--- config.mk ---
export PLATFORM = sky130hd
export DESIGN_NAME = cache_set_assoc
export DESIGN_NICKNAME = d
export VERILOG_FILES = /design/src/rtl/cache_set_assoc.sv
export SDC_FILE = /design/constraint.sdc
export NUM_CORES = 1
export LEC_CHECK = 0
export CAP_MARGIN = 10
export CORE_AREA = 4 4 164 103
export CTS_BUF_LIST = sky130_fd_sc_hd__clkbuf_16
export DETAILED_ROUTE_END_ITERATION = 12
export DIE_AREA = 0 0 168 107
export PLACE_DENSITY = 0.88
export SLEW_MARGIN = 20
export SYNTH_ARGS = -nofsm -noshare
export SYNTH_HDL_FRONTEND = slang
export SYNTH_SLANG_ARGS = --single-unit
export TNS_END_PERCENT = 20
--- constraint.sdc ---
create_clock -name clk -period 4.2 [get_ports clk]
set_clock_uncertainty 0.05 [all_clocks]
set_input_delay 0.84 -clock clk [delete_from_list [all_inputs] [get_ports clk]]
set_output_delay 0.84 -clock clk [all_outputs]
set_load 0.02 [all_outputs]
--- src/rtl/cache_set_assoc.sv ---
// cache_set_assoc: N-way set-associative tag/state controller with true-LRU, write-back dirty tracking and flush
module cache_set_assoc #(
   parameter int ADDR_W = 11,
   parameter int OFFSET_W = 4,
   parameter int INDEX_W = 3,
   parameter int WAYS = 2,
   parameter int CNT_W = 16,
   parameter logic [ADDR_W-1:0] DATA_PAT = 'h3F3
) (
   input  logic clk,
   input  logic rst,
   input  logic req_valid,
   output logic req_ready,
   input  logic req_write,
   input  logic [ADDR_W-1:0] req_addr,
   output logic resp_valid,
   output logic resp_hit,
   output logic [$clog2(WAYS)-1:0] resp_way,
   output logic [ADDR_W-1:0] resp_data,
   output logic resp_evict,
   output logic [ADDR_W-1:0] resp_evict_addr,
   input  logic flush,
   output logic flush_done,
   output logic [CNT_W-1:0] hit_count,
   output logic [CNT_W-1:0] miss_count
);
   localparam int WAY_W = $clog2(WAYS);
   localparam int TAG_W = ADDR_W - INDEX_W - OFFSET_W;
   localparam int SETS = 1 << INDEX_W;
   typedef enum logic {IDLE, FLUSH} state_t;
   state_t state_q, state_d;
   logic [INDEX_W-1:0] ptr_q;
   logic [WAYS-1:0] valid_q [SETS];
   logic [WAYS-1:0] dirty_q [SETS];
   logic [TAG_W-1:0] tag_q [SETS][WAYS];
   logic [WAY_W-1:0] age_q [SETS][WAYS];
   logic [TAG_W-1:0] req_tag;
   logic [INDEX_W-1:0] req_idx;
   logic unused_offset;
   logic accept, flush_start, flush_last;
   logic hit, inv_found, evict;
   logic [WAY_W-1:0] hit_way, inv_way, lru_way, way;
   assign req_tag = req_addr[ADDR_W-1:ADDR_W-TAG_W];
   assign req_idx = req_addr[OFFSET_W+INDEX_W-1:OFFSET_W];
   assign unused_offset = ^req_addr[OFFSET_W-1:0];
   assign req_ready = (state_q == IDLE) && !flush;
   assign accept = req_valid && req_ready;
   assign flush_start = (state_q == IDLE) && flush;
   assign flush_last = (state_q == FLUSH) && (ptr_q == INDEX_W'(SETS - 1));
   assign way = hit ? hit_way : inv_found ? inv_way : lru_way;
   assign evict = !hit && valid_q[req_idx][way] && dirty_q[req_idx][way];
   // tag match, first free way and LRU way of the addressed set
   always_comb begin
      hit = 1'b0;
      hit_way = '0;
      inv_found = 1'b0;
      inv_way = '0;
      lru_way = '0;
      for (int i = 0; i < WAYS; i++) begin
         if (valid_q[req_idx][i] && tag_q[req_idx][i] == req_tag) begin
            hit = 1'b1;
            hit_way = WAY_W'(i);
         end
         if (!valid_q[req_idx][i] && !inv_found) begin
            inv_found = 1'b1;
            inv_way = WAY_W'(i);
         end
         if (age_q[req_idx][i] == WAY_W'(WAYS - 1)) lru_way = WAY_W'(i);
      end
   end
   // state register and flush set pointer
   always_ff @(posedge clk) begin
      state_q <= rst ? IDLE : state_d;
      ptr_q <= (rst || flush_start) ? '0 : (state_q == FLUSH) ? ptr_q + 1'b1 : ptr_q;
   end
   // next state: enter FLUSH on request, leave after the last set is cleared
   always_comb begin
      state_d = state_q;
      if (flush_start) state_d = FLUSH;
      else if (flush_last) state_d = IDLE;
   end
   // line state: reset/flush clear sets, accepts fill or mark dirty and age the set
   always_ff @(posedge clk) begin
      if (rst) begin
         for (int s = 0; s < SETS; s++) begin
            valid_q[s] <= '0;
            dirty_q[s] <= '0;
            for (int i = 0; i < WAYS; i++) begin
               tag_q[s][i] <= '0;
               age_q[s][i] <= WAY_W'(i);
            end
         end
      end else if (state_q == FLUSH) begin
         valid_q[ptr_q] <= '0;
         dirty_q[ptr_q] <= '0;
         for (int i = 0; i < WAYS; i++) age_q[ptr_q][i] <= WAY_W'(i);
      end else if (accept) begin
         for (int i = 0; i < WAYS; i++)
            if (age_q[req_idx][i] < age_q[req_idx][way]) age_q[req_idx][i] <= age_q[req_idx][i] + 1'b1;
         age_q[req_idx][way] <= '0;
         if (!hit) begin
            tag_q[req_idx][way] <= req_tag;
            valid_q[req_idx][way] <= 1'b1;
            dirty_q[req_idx][way] <= req_write;
         end else if (req_write) begin
            dirty_q[req_idx][way] <= 1'b1;
         end
      end
   end
   // registered response, flush completion pulse and saturating statistics
   always_ff @(posedge clk) begin
      if (rst) begin
         resp_valid <= 1'b0;
         resp_hit <= 1'b0;
         resp_way <= '0;
         resp_data <= '0;
         resp_evict <= 1'b0;
         resp_evict_addr <= '0;
         flush_done <= 1'b0;
         hit_count <= '0;
         miss_count <= '0;
      end else begin
         resp_valid <= accept;
         flush_done <= flush_last;
         if (accept) begin
            resp_hit <= hit;
            resp_way <= way;
            resp_data <= DATA_PAT;
            resp_evict <= evict;
            resp_evict_addr <= {tag_q[req_idx][way], req_idx, {OFFSET_W{1'b0}}};
         end
         if (accept && hit && hit_count != '1) hit_count <= hit_count + 1'b1;
         if (accept && !hit && miss_count != '1) miss_count <= miss_count + 1'b1;
      end
   end
endmodule

==> results by group <==
Placed design
  – Port buffer count: 64
  – Post-DP HPWL: 18.6 mm
  – Worst slack, placed: -0.473 ns
  – Routability Congestion: 0.969
  – Placed Instances: 1174

Setup path
  – Critical path's largest stage delay: 0.55 ns
  – Worst Path Class, Setup: in2reg
  – Worst Setup Start Kind: input pin
  – Worst-path cell chain: clkdlybuf4s50_1 -> buf_12 -> buf_4 -> mux2i_1 -> o32ai_1 -> a211oi_2 -> buf_4 -> o21bai_1 -> a31o_1 -> o21bai_1 -> a21boi_1 -> a31o_2
  – Reg-to-Reg Start: tag_q[6][2]$_SDFFCE_PN0P_
  – Crit path from: req_addr[5]
  – Crit end category: flip-flop
  – Critical Path Slowest Stage Cell: a21boi_1
  – WP data required: 4.31 ns
  – Crit path arrival time: 4.20 ns
  – Worst-path maximum fanout: 17

Clock tree
  – Clock slew at reported path FFs: 0.07 ns
  – Inserted Clock Buffers: 17
  – Sink Count: 161
  – Root Driver: clkbuf_16
  – Max H-tree Level: 4
  – Clk Latency, worst-skew pair: 0.44 ns
  – CTS tree: yes
  – Post-CTS Setup Inserts: 0
  – Clock buffer depth: 2

Worst hold path
  – Worst hold start: resp_evict$_SDFFE_PP0P_
  – HP Class: reg2reg

Detailed routing
  – Routed via count: 7732
  – DRC: 0
  – TritonRoute pass-1 iters: 6
  – DRT Wirelength: 26.1 mm
  – Wire length per cell: 21.6 um
  – Initial detailed-routing violation count: 1182
  – Antenna Nets Post-Route: 0
  – Via density per instance: 6.41

Layout
  – Commonest non-fill, non-tap cell in the layout: buf_4
  – Total Nets Final: 1010
  – Layout cells sized above 1: 22.4%
  – Commonest cells after routing, fill and taps aside: buf_4, edfxtp_1, nor2_1
  – Area grow syn2layout: 24.4%
  – Antenna fix cells: 0
  – Post-route insts no fill: 1206

Synthesis
  – Share of flip-flops with an asynchronous set or reset: 0%
  – Mapped cell area: 8770 um2
  – Seq/Total Area, Yosys: 49.4%
  – Post-Syn Instances: 839
  – EDFF count, synth: 111
  – Synth unique cells: 82
  – Synth Area per Inst: 10.5 um2
  – #FFs+latches synth: 161
  – Post-synth top flop: edfxtp_1
  – YS warnings: 0

Global route
  – Largest net degree at the start of global routing: 85
  – Vias in the first global route: 7410
  – GRT Total Usage: 29.1%
  – First-pass GRT wire length: 41.1 mm
  – Initial antenna violation count: 0
  – Grt ovf: 0

Status
  – Status: finished, final reports clean

Die
  – Die Y: 107 um
  – Initial core utilization: 57.7%
  – Io pins: 76
  – Die Span X: 168 um
  – Placeable Area: 15200 um2
  – Num rows: 35
  – Die area: 18000 um2

Power
  – Internal power: 2.73 mW
  – Sw Pwr: 1.03 mW
  – Clock network power share: 38.7%
  – Maximum VDD drop: 180 uV
  – Leakage: 4.16 nW
  – Sequential power share: 46.9%
  – Share of total power in combinational logic: 14.4%
  – PwrDens: 345 nW/um2
  – Sw Share: 27.4%

STA
  – Worst-Margin Slew: 0.911 ns
  – Final worst-path cycle share: 97.5%
  – Max frequency: 0.244 GHz
  – Post-route setup slack: 0.107 ns
  – Setup TNS: 0 ns
  – Final Setup Violations: 0
  – Slew headroom: 38.7%
  – RSZ-0062 raised after global routing: no
  – Fin crit period: 4.09 ns
  – Slew Limit Fails: 0
  – Fin. Hold Viols: 0

Flow run
  – # Max-Cap Violations: 0
cells in the mapped netlist, drive strengths merged, types with 8 or more instances:
cell    count  share of area [%]
nor2       64                2.7
dfxtp      50                 11
mux2       26                3.4
o21ai      42                2.4
mux2i      30                3.5
clkbuf     31                1.3
or2         9               0.64
nor2b       9               0.64
nand4       8               0.64
o22ai      13               0.93
a31o        9               0.90
nor3       27                2.0
a21o       16                1.4
buf        41                3.2
o31ai      29                2.7
a21oi      37                2.2
nand2      52                2.3
or4        16                1.4
edfxtp    111                 38
inv        16               0.68
and2       63                4.5
and3       14                1.0
or3        14                1.0
nand3      19                1.1
sequential cells by signal, indices dropped and copies added, names as in the netlist, 3 cells and up:
name and cells:
tag_q 64, age_q 16, dirty_q 16, hit_count 16
miss_count 16, valid_q 16, resp_evict_addr 7, ptr_q 3
power by group through the flow:
| stage | combinational (mW) | clock [mW] | sequential [mW] |
|---|---|---|---|
| after floorplan | 0.288 | 0 | 1.79 |
| after global placement | 0.497 | 0 | 1.80 |
| after detailed placement | 0.513 | 0 | 1.80 |
| after CTS | 0.521 | 1.45 | 1.76 |
| after global routing | 0.566 | 1.51 | 1.77 |
| final | 0.540 | 1.46 | 1.77 |
worst paths after layout:
kind | end | slack (ns) | cells past startpoint
setup / recovery | dirty_q[6][1]$_SDFFCE_PN0P_ | 0.11 | 12
hold reg to reg | resp_evict$_SDFFE_PP0P_ | 0.41 | 2
hold / removal | resp_evict$_SDFFE_PP0P_ | 0.41 | 2
setup reg to reg | dirty_q[6][1]$_SDFFCE_PN0P_ | 0.89 | 10
repair_timing:
item                       4_1_cts  5_1_grt
setup endpoints to repair        9        6
gates resized for setup          1        2
hold buffers                     0        0
critical path, delay by kind of cell:
| family | cells | cell delay (ns) |
|---|---|---|
| buffers and inverters | 4 | 1.07 |
| AOI/OAI and AO/OA | 7 | 2.06 |
| muxes | 1 | 0.22 |
metal layers:
layer / GRT usage (%) / wire length (um)
met5: 0 / 0
met4: 7.82 / 604
met3: 7.77 / 3220
met2: 42.9 / 11400
met1: 42.5 / 10900
kinds of logic after synthesis:
family                   Yosys count  share of synthesized area (%)
adder cells (fa/ha/maj)            4                          0.571
AND/OR/NAND/NOR                  324                           20.4
flip-flops                       161                           49.4
AO/OA/AOI/OAI                    192                           15.1
XOR/XNOR                           4                          0.485
other                              1                         0.0428
multiplexers                      63                           8.69
buffers and inverters             90                           5.29
area by class of cell:
cell class	count	area [um2]
Clock inverter	15	120
Inverter	18	67.6
Tap cell	203	254
Fill cell	1030	4290
Multi-Input combinational cell	594	4010
Sequential cell	161	4330
Clock buffer	17	425
Timing Repair Buffer	198	1700
stage by stage:
stage | total power [mW] | instance area (um2) | hold WS, ns | utilization (%)
6_report | 3.76 | 10900 | 0.413 | 71.8
5_1_grt | 3.85 | 10900 | 0.445 | 71.8
4_1_cts | 3.74 | 10900 | 0.413 | 71.7
3_5_place_dp | 2.31 | 10300 | 0.404 | 68.1
3_3_place_gp | 2.29 | 10300 | 0.398 | 68.1
2_1_floorplan | 2.08 | 8790 | 0.408 | -
Power figures use the tool's default switching activity.
